<file path="src/rtl/aes_key_expand_gen.sv">
// AES key-schedule engine for AES-128/192/256.
// Produces one 32-bit schedule word per cycle into a 60-word store. SubWord
// is done by an external S-box through the sboxw/new_sboxw pair, whose result
// is taken SBOX_LAT cycles after sboxw is presented. Round keys are read
// combinationally through rk_idx once ready is high.
//
// Debug state encoding on dbg_state: 0=IDLE 1=LOAD 2=GEN 3=SUBW 4=DONE.
//
// Handshake: init is a start request that is accepted only in IDLE or DONE;
// a request seen in any other state is dropped. ready stays high from the
// end of expansion until the next accepted init, and rk is valid only while
// ready is high.
module aes_key_expand_gen #(
    parameter int SBOX_LAT = 1,
    parameter int NW_MAX   = 60
) (
    input  logic         clk,
    input  logic         reset_n,
    input  logic         init,
    input  logic [1:0]   key_len,
    input  logic [255:0] key,
    output logic [31:0]  sboxw,
    input  logic [31:0]  new_sboxw,
    input  logic [3:0]   rk_idx,
    output logic [127:0] rk,
    output logic [3:0]   nr,
    output logic         busy,
    output logic         ready,
    output logic [2:0]   dbg_state
);

    typedef enum logic [2:0] {
        S_IDLE = 3'd0,
        S_LOAD = 3'd1,
        S_GEN  = 3'd2,
        S_SUBW = 3'd3,
        S_DONE = 3'd4
    } state_t;

    localparam logic [1:0] LAT_LAST = 2'(SBOX_LAT - 1);

    state_t       state;
    logic [1:0]   mode_q;      // 0=128, 1=192, 2=256 (key_len 3 folds to 0)
    logic [255:0] key_q;
    logic [5:0]   i_q;         // index of the word being produced
    logic [2:0]   pos_q;       // i % Nk, tracked incrementally
    logic [3:0]   rnd_q;       // i / Nk, selects Rcon
    logic [1:0]   lat_cnt;
    logic [31:0]  w_mem [NW_MAX];

    logic [5:0]   nk;
    logic [5:0]   nt;
    logic [5:0]   idx_prev;
    logic [5:0]   idx_back;
    logic [31:0]  w_prev;
    logic [31:0]  w_back;
    logic         need_sub;
    logic         sub_done;
    logic         wr_en;
    logic [31:0]  wr_data;
    logic [31:0]  rcon_word;
    logic         last_word;
    logic         pos_wrap;
    logic [2:0]   pos_next;
    logic [3:0]   rnd_next;
    state_t       state_after_word;
    logic         rk_sel;
    logic [5:0]   rk_base;

    assign dbg_state = state;

    function automatic logic [7:0] rcon(input logic [3:0] r);
        case (r)
            4'd1:    rcon = 8'h01;
            4'd2:    rcon = 8'h02;
            4'd3:    rcon = 8'h04;
            4'd4:    rcon = 8'h08;
            4'd5:    rcon = 8'h10;
            4'd6:    rcon = 8'h20;
            4'd7:    rcon = 8'h40;
            4'd8:    rcon = 8'h80;
            4'd9:    rcon = 8'h1b;
            4'd10:   rcon = 8'h36;
            default: rcon = 8'h00;
        endcase
    endfunction

    // Per-mode word counts derived from the latched mode
    always_comb begin
        nk = 6'd4;
        nt = 6'd44;
        case (mode_q)
            2'd1: begin nk = 6'd6; nt = 6'd52; end
            2'd2: begin nk = 6'd8; nt = 6'd60; end
            default: begin nk = 6'd4; nt = 6'd44; end
        endcase
    end

    // Next-word datapath: operand fetch, SubWord decision and write data
    always_comb begin
        idx_prev  = i_q - 6'd1;
        idx_back  = i_q - nk;
        w_prev    = w_mem[idx_prev];
        w_back    = w_mem[idx_back];
        need_sub  = (pos_q == 3'd0) || ((mode_q == 2'd2) && (pos_q == 3'd4));
        sub_done  = (state == S_SUBW) && (lat_cnt == LAT_LAST);
        wr_en     = ((state == S_GEN) && !need_sub) || sub_done;
        rcon_word = (pos_q == 3'd0) ? {rcon(rnd_q), 24'h0} : 32'h0;
        wr_data   = (state == S_SUBW) ? (w_back ^ new_sboxw ^ rcon_word)
                                      : (w_back ^ w_prev);
        last_word = (i_q == nt - 6'd1);
        pos_wrap  = ({3'b000, pos_q} == nk - 6'd1);
        pos_next  = pos_wrap ? 3'd0 : pos_q + 3'd1;
        rnd_next  = pos_wrap ? rnd_q + 4'd1 : rnd_q;
        state_after_word = last_word ? S_DONE : S_GEN;
    end

    // Round-key read port, forced to zero unless the schedule is complete
    always_comb begin
        rk_sel  = ready && (rk_idx <= nr);
        rk_base = {(rk_sel ? rk_idx : 4'd0), 2'b00};
        rk      = 128'h0;
        if (rk_sel) begin
            rk = {w_mem[rk_base], w_mem[rk_base + 6'd1],
                  w_mem[rk_base + 6'd2], w_mem[rk_base + 6'd3]};
        end
    end

    // Word store: key words in LOAD, one schedule word per completed step
    always_ff @(posedge clk) begin
        if (state == S_LOAD) begin
            for (int j = 0; j < 8; j++) begin
                if (6'(j) < nk) begin
                    w_mem[6'(j)] <= key_q[255 - 32*j -: 32];
                end
            end
        end else if (wr_en) begin
            w_mem[i_q] <= wr_data;
        end
    end

    // Control FSM with registered status and S-box outputs
    always_ff @(posedge clk or negedge reset_n) begin
        if (!reset_n) begin
            state   <= S_IDLE;
            ready   <= 1'b0;
            busy    <= 1'b0;
            sboxw   <= 32'h0;
            nr      <= 4'd0;
            mode_q  <= 2'd0;
            key_q   <= 256'h0;
            i_q     <= 6'd0;
            pos_q   <= 3'd0;
            rnd_q   <= 4'd0;
            lat_cnt <= 2'd0;
        end else begin
            case (state)
                S_IDLE, S_DONE: begin
                    if (init) begin
                        state  <= S_LOAD;
                        ready  <= 1'b0;
                        busy   <= 1'b1;
                        key_q  <= key;
                        mode_q <= (key_len == 2'd3) ? 2'd0 : key_len;
                        case (key_len)
                            2'd1:    nr <= 4'd12;
                            2'd2:    nr <= 4'd14;
                            default: nr <= 4'd10;
                        endcase
                    end
                end
                S_LOAD: begin
                    i_q   <= nk;
                    pos_q <= 3'd0;
                    rnd_q <= 4'd1;
                    state <= S_GEN;
                end
                S_GEN: begin
                    if (need_sub) begin
                        sboxw   <= (pos_q == 3'd0) ? {w_prev[23:0], w_prev[31:24]} : w_prev;
                        lat_cnt <= 2'd0;
                        state   <= S_SUBW;
                    end else begin
                        i_q   <= i_q + 6'd1;
                        pos_q <= pos_next;
                        rnd_q <= rnd_next;
                        state <= state_after_word;
                        if (last_word) begin
                            ready <= 1'b1;
                            busy  <= 1'b0;
                        end
                    end
                end
                S_SUBW: begin
                    if (lat_cnt == LAT_LAST) begin
                        sboxw <= 32'h0;
                        i_q   <= i_q + 6'd1;
                        pos_q <= pos_next;
                        rnd_q <= rnd_next;
                        state <= state_after_word;
                        if (last_word) begin
                            ready <= 1'b1;
                            busy  <= 1'b0;
                        end
                    end else begin
                        lat_cnt <= lat_cnt + 2'd1;
                    end
                end
                default: state <= S_IDLE;
            endcase
        end
    end

endmodule

</file>
<file path="config.mk">
export PLATFORM = sky130hd
export DESIGN_NAME = aes_key_expand_gen
export DESIGN_NICKNAME = d
export VERILOG_FILES = /design/src/rtl/aes_key_expand_gen.sv
export SDC_FILE = /design/constraint.sdc
export NUM_CORES = 2
export LEC_CHECK = 0
export BUFFER_PORTS_ARGS = -buffer_cell sky130_fd_sc_hd__buf_2
export CAP_MARGIN = 5
export CELL_PAD_IN_SITES_DETAIL_PLACEMENT = 0
export CELL_PAD_IN_SITES_GLOBAL_PLACEMENT = 1
export CORE_MARGIN = 5
export CORE_UTILIZATION = 40
export CTS_CLUSTER_SIZE = 16
export DETAILED_ROUTE_END_ITERATION = 10
export PLACE_DENSITY = 0.65
export REMOVE_ABC_BUFFERS = 1
export SLEW_MARGIN = 20
export SYNTH_ARGS = -nofsm -noshare
export SYNTH_HDL_FRONTEND = slang
export SYNTH_SLANG_ARGS = --single-unit
export TNS_END_PERCENT = 1
</file>
<file path="constraint.sdc">
create_clock -name clk -period 5.79 [get_ports clk]
set_clock_uncertainty 0.1 [all_clocks]
set_input_delay 0.579 -clock clk [delete_from_list [all_inputs] [get_ports clk]]
set_output_delay 0.579 -clock clk [all_outputs]
set_load 0.02 [all_outputs]
</file>
# Word level (Yosys, flattened, before mapping)

Memory sizes are Yosys's and may differ from the RTL's.
Index checks and enable logic that the tools add are counted.

Memory bits (writable): 1920
Memories: 2
ROM bits: 128
Input bits: 297
Bits in registers: 314

Muxes and demuxes: 71
Equal/unequal tests: 17
Magnitude comparators: 9
Reduce and logical (&&, ||, !) cells: 21
Add/sub/neg operators: 11
Bitwise operators: 3

Memory list:

| memory          | words | width | read ports | clocked after memory_dff | wr ports | RTL line | source |
|---|---|---|---|---|---|---|---|
| w_mem           | 60    | 32    | 6          | 0                        | 8        | 49       | `logic [31:0] w_mem [NW_MAX];` |
| (no name shown) | 16    | 8     | 1          | 0                        | 0        | 73       | `case (r)` |

Operators with widths:

| operator            | number |
|---|---|
| $mux 32             | 6 |
| $mux 128            | 1 |
| $xor 32x32->32      | 3 |
| $pmux 32 s2         | 1 |
| $mux 1              | 36 |
| $reduce_or 32->1    | 1 |
| $lt 3x6->1 const A  | 4 |
| $mux 3              | 7 |
| $mux 6              | 3 |
| $pmux 6 s3          | 1 |
| $sub 6x1->6 const B | 3 |
| $mux 4              | 4 |
| $add 6x1->6 const B | 2 |
| $add 6x2->6 const B | 2 |
| $lt 1x6->1 const A  | 2 |
| $lt 2x6->1 const A  | 2 |
| $pmux 3 s4          | 1 |
| $pmux 4 s3          | 1 |
| $pmux 5 s2          | 1 |
| $pmux 3 s3          | 1 |
| $reduce_and 3->1    | 3 |
| $ne 2x2->1 const B  | 4 |
| $pmux 4 s2          | 1 |
| $eq 2x2->1 const B  | 3 |
| 26 further kinds    | 39 |

# Longest topological paths before layout

Depth in word-level cells: 11
Mapped depth: 19
Mapped depth without buffers: 13

# Least setup slack after synthesis

OpenSTA, ideal clock, no wires.

Kind: register to register
Start: register i_q[0]
End: memory w_mem[0][7], data pin
Setup time: 0.140 ns
Cell stages (with the launch flop): 19
Data required time: 5.550 ns
Data arrival time: 4.799 ns
Buffers on the path: 9
Setup slack: 0.752 ns
Clock period less this slack: 5.038 ns
Path through: dfrtp_1 > buf_6 > buf_12 > buf_6 > buf_6 > inv_1 > buf_1 > ha_1 > buf_2 > buf_2 > buf_2 > buf_1 > mux4_2 > nand2_1 > a21oi_1 > nor4_1 > o31ai_1 > xnor2_2 > mux2_2

RTL lines:

| what                     | RTL line | source |
|---|---|---|
| start: declaration       | 45       | `logic [5:0] i_q;` |
| start signal: assignment | 173      | `i_q <= nk;` |
| start signal: assignment | 184      | `i_q <= i_q + 6'd1;` |
| start signal: assignment | 197      | `i_q <= i_q + 6'd1;` |
| end: declaration         | 49       |  |

# Worst setup path after layout

Start: register nr[2]
End: output port rk[116]

Cells in the longest elaborated chain, start to end: 5

Ends and longest elaborated chain:

| what                     | RTL line | source |
|---|---|---|
| start: declaration       | 26       | `output logic [3:0] nr,` |
| start signal: assignment | 149      | `nr <= 4'd0;` |
| start signal: assignment | 166      | `2'd1: nr <= 4'd12;` |
| start signal: assignment | 167      | `2'd2: nr <= 4'd14;` |
| $le 4x4->1 *             | 120      | `rk_sel = ready && (rk_idx <= nr);` |
| $logic_and 1x1->1 *      | 120      |  |
| $mux 4                   | 121      | `rk_base = {(rk_sel ? rk_idx : 4'd0), 2'b00};` |
| $mem_v2 60x32            | n/a      |  |
| $mux 128 *               | 123      | `if (rk_sel) begin` |
| end: declaration         | 25       | `output logic [127:0] rk,` |

Mark *: on every way between the ends. The rest lies on a longest branch, timed or not.

==> summary.log <==
INFO  global_route   grt_usage=0.346
INFO  final_layout   layout.core_utilization=0.470
INFO  final_layout   fin_cells=14,500
INFO  die            initial_utilization=0.402
INFO  place          post-dp-hpwl=381,000µm
INFO  clock_tree     cts-buffers-inserted=278
INFO  logic_synthesis yosysWarningCount=0
INFO  detailed_routing detailroute.via_count=101,000
INFO  global_route   grt_overflow=0
INFO  status         outcome=finished, violations left
INFO  detailed_routing drt_pass1_iterations=11
INFO  logic_synthesis share_of_async_settable_or_async_resettable_flops_after_synthesis=0.133
INFO  detailed_routing drt-initial-drc-count=17,000
INFO  timing         fmaxAchievable=170MHz
INFO  logic_synthesis most_used_flip_flop_cell_after_synthesis=sky130_fd_sc_hd__edfxtp_1
INFO  job            cap_viol_max_count=0
INFO  logic_synthesis synth_enable_flop_cells=2,048
INFO  detailed_routing final_routed_wirelength_across_all_metal_layers=597,000µm
INFO  worst_setup_path criticalPathCategory=register to primary output
INFO  global_route   first_global_vias=96,300
INFO  logic_synthesis synth_cell_count_leaders=sky130_fd_sc_hd__edfxtp_1 (2,048), sky130_fd_sc_hd__nand2_1 (1,490), sky130_fd_sc_hd__mux4_2 (999)
INFO  clock_tree     tritoncts=done
INFO  global_route   maximum_number_of_pins_on_one_net_before_global_route_repair=160
INFO  clock_tree     ctsHtreeMaxLevel=5
INFO  die            io_pins=466
INFO  final_layout   syn2layout_area_growth=16.8%
INFO  place          numPortBuffers=464
INFO  die            die-area=0.335mm²
INFO  clock_tree     clock_sinks=2,361
INFO  die            row_count=208
INFO  logic_synthesis synthTopCellsByArea=sky130_fd_sc_hd__edfxtp_1 (48%), sky130_fd_sc_hd__mux4_2 (17%), sky130_fd_sc_hd__dfrtp_1 (6.1%), sky130_fd_sc_hd__mux2i_1 (5.8%), sky130_fd_sc_hd__nand2_1 (4.3%)
INFO  final_layout   drive_gt1_frac=0.269
INFO  timing         setup_viol_count_final=1
INFO  logic_synthesis proportion_of_synthesized_chip_area_in_sequential_cells=0.536
INFO  timing         rsz_0062_raised_after_global_routing=false
INFO  logic_synthesis syn_avg_cell_area=13.9µm²
INFO  clock_tree     post-cts-setup-buffer-count=0
INFO  global_route   wire_length_of_the_first_global_routing_pass=804,000µm
INFO  worst_setup_path cp_max_fo=45
INFO  logic_synthesis synth_seq_cells=2,361
INFO  clock_tree     clk_root_buffer_cell=sky130_fd_sc_hd__clkbuf_16
INFO  logic_synthesis synth.lib_cells_used.distinct=98
INFO  worst_setup_path worst_ep_arrival_time=5.20ns
INFO  clock_tree     max-clock-path-buffers=4
INFO  status         violated_checks=design-rule violations, negative setup slack
INFO  worst_setup_path setup.reg_to_reg.worst_slack=0.39ns
INFO  clock_tree     insertion_delay=0.93ns
INFO  worst_setup_path setup.worst_path.end_class=primary output
INFO  timing         final_hold_violations=0
INFO  detailed_routing number_of_nets_with_antenna_violations_after_routing=0
INFO  timing         worst_slew_pin_slew=1.21ns
INFO  global_route   grt_antenna_before_repair=40
INFO  timing         final_period_minus_worst_setup_slack=5.88ns
INFO  logic_synthesis syn_area=0.129mm²
INFO  die            fp.dieH=579µm
INFO  place          numPlacedInstances=13,700
INFO  detailed_routing post-route-drc-count=4
INFO  detailed_routing wire_per_inst=41.2µm
INFO  die            die-width=579µm
INFO  timing         period_share=1.02
INFO  worst_setup_path worst_r2r_startpoint=mode_q[1]
INFO  worst_setup_path setup.worst_path.start_class=register
INFO  clock_tree     clock_pin_slew_of_the_registers_on_the_worst_case_setup_and_hold_paths=0.06ns
INFO  logic_synthesis syn-instance-count=9,276
INFO  logic_synthesis synth_largest_area_cell=sky130_fd_sc_hd__edfxtp_1
INFO  detailed_routing post_drt_via_cell_ratio=6.95
INFO  hold_path      min-delay-path-class=input port to asynchronous set/reset pin
INFO  die            core_area=0.321mm²
INFO  logic_synthesis cell_with_the_most_instances_after_synthesis=sky130_fd_sc_hd__edfxtp_1
INFO  timing         maxSlewHeadroom=0.189
INFO  timing         postLayoutSetupSlackWorst=-0.0917ns
INFO  timing         final-max-slew-violation-count=0
INFO  worst_setup_path worst_setup_path_startpoint=nr[2]
INFO  place          routabilityCongestion=0.963
INFO  final_layout   final_net_count=10,300
INFO  worst_setup_path crit_path_required_time=5.11ns
INFO  logic_synthesis area_share_of_the_largest_cell_type_after_synthesis=0.476
INFO  clock_tree     cts_repair_resize_count=0
## cells by family (layout without fill, tap and decap cells)
| logic type | Yosys count | in the layout | share of synthesized area |
|---|---|---|---|
| muxes | 1889 | 1889 | 0.245 |
| other | 1 | 22 | 0.0000290 |
| AOI/OAI and AO/OA | 1851 | 1851 | 0.104 |
| and+or+nand+nor | 2178 | 2178 | 0.0708 |
| adders and majority gates | 24 | 24 | 0.00238 |
| xor gates and xnor gates | 53 | 53 | 0.00522 |
| buffers and inverters | 919 | 1817 | 0.0364 |
| DFF | 2361 | 2361 | 0.536 |
## sequential cells by signal, summed over array words and instances (netlist names)
| name | flops |
|---|---|
| lat_cnt | 2 |
| mode_q | 2 |
| dbg_state | 3 |
| key_q | 256 |
| busy | 1 |
| sboxw | 32 |
| i_q | 6 |
| w_mem | 2048 |
| rnd_q | 4 |
| nr | 3 |
| pos_q | 3 |
| ready | 1 |
## metrics by stage
stage	hold slack (ns)	setup slack, ns	TNS [ns]	instance area [µm²]
floorplan	0.183	-78.68	-	125000
global placement	0.362	0.501	0	139000
detailed placement	0.361	0.584	0	139000
CTS	0.121	0.122	0	151000
global route	0.192	0.0396	0	151000
finish	0.156	-0.0917	-0.0917	151000
## layout by cell type, fill, tap and decap left out, types with 20 or more instances in the layout
master                          netlist  layout
sky130_fd_sc_hd__nand2b_1           119     118
sky130_fd_sc_hd__ha_1                23      21
sky130_fd_sc_hd__a221o_1            257     257
sky130_fd_sc_hd__buf_2              139     459
sky130_fd_sc_hd__diode_2              0      21
sky130_fd_sc_hd__a31oi_1            115     115
sky130_fd_sc_hd__mux4_2             999     999
sky130_fd_sc_hd__o221ai_1           107     107
sky130_fd_sc_hd__mux2_2             139     139
sky130_fd_sc_hd__nand2_1           1490    1478
sky130_fd_sc_hd__clkinv_1             0      34
sky130_fd_sc_hd__clkbuf_16            0     283
sky130_fd_sc_hd__clkbuf_1           499      48
sky130_fd_sc_hd__a22oi_1             77      77
sky130_fd_sc_hd__buf_12              14     138
sky130_fd_sc_hd__nand3_1            175     173
sky130_fd_sc_hd__dfrtp_1            313     311
sky130_fd_sc_hd__clkinvlp_4           0      20
sky130_fd_sc_hd__edfxtp_1          2048    2048
sky130_fd_sc_hd__a211oi_1           149     149
sky130_fd_sc_hd__dlygate4sd3_1        0     261
sky130_fd_sc_hd__nor3_1              39      36
sky130_fd_sc_hd__mux2i_1            747     747
sky130_fd_sc_hd__o21ai_1            135     134
sky130_fd_sc_hd__nand4_1             23      23
sky130_fd_sc_hd__buf_4               51     395
sky130_fd_sc_hd__bufinv_16            0      22
sky130_fd_sc_hd__inv_1               56      54
sky130_fd_sc_hd__a221oi_1           202     202
sky130_fd_sc_hd__a222oi_1           104     104
sky130_fd_sc_hd__a21oi_1            223     223
sky130_fd_sc_hd__o21ai_0            342     340
sky130_fd_sc_hd__clkinv_2             0      46
sky130_fd_sc_hd__nor2_1             233     171
sky130_fd_sc_hd__nor2_4               0      60
## final timing paths
check / to / cells after the start
worst max-delay path: rk[116] / 15
worst min-delay path: key_q[211] / 2
worst max register to register: w_mem[39][11] / 14
worst min register to register: sboxw[1] / 2
max in group asynchronous: key_q[16] / 3
min in group clk: w_mem[4][23] / 5
## repair_timing
action,4_1_cts,5_1_grt
endpoints found under the hold margin,329,0
hold buffers,261,0
endpoints found under the setup margin,0,0
## critical path, cell delays in order, from the launching register on
cell and delay, ns:
sky130_fd_sc_hd__dfrtp_1 0.41, sky130_fd_sc_hd__inv_1 0.24, sky130_fd_sc_hd__ha_1 0.30, sky130_fd_sc_hd__nor2b_1 0.13, sky130_fd_sc_hd__o21a_1 0.21, sky130_fd_sc_hd__o21a_1 0.24, sky130_fd_sc_hd__nor2_1 0.12, sky130_fd_sc_hd__buf_4 0.23
sky130_fd_sc_hd__nand3_4 0.40, sky130_fd_sc_hd__buf_12 0.35, sky130_fd_sc_hd__buf_4 0.31, sky130_fd_sc_hd__o21ai_0 0.22, sky130_fd_sc_hd__a21oi_1 0.15, sky130_fd_sc_hd__a211oi_1 0.41, sky130_fd_sc_hd__buf_4 0.24, sky130_fd_sc_hd__buf_2 0.18
## final cells by class
cell class / instances / area, µm²
fill: 28100 / 170000
sequential: 2361 / 69300
multi-input combinational: 5996 / 56100
timing repair buffer: 1259 / 10700
clock buffer: 345 / 7450
tap: 4305 / 5390
clock inverter: 156 / 1630
inverter: 57 / 218
antenna: 21 / 52.6
## routing by layer
metal	global-route usage	vias to the layer above	wire length, µm
li1	-	38900	-
met1	0.440	51400	213000
met2	0.498	8529	251000
met3	0.120	1879	82100
met4	0.233	22	50300
met5	0	-	146
Power is left out: the tool's default activity adds up to more than one toggle a clock period on the data nets, which glitch-free logic cannot reach.
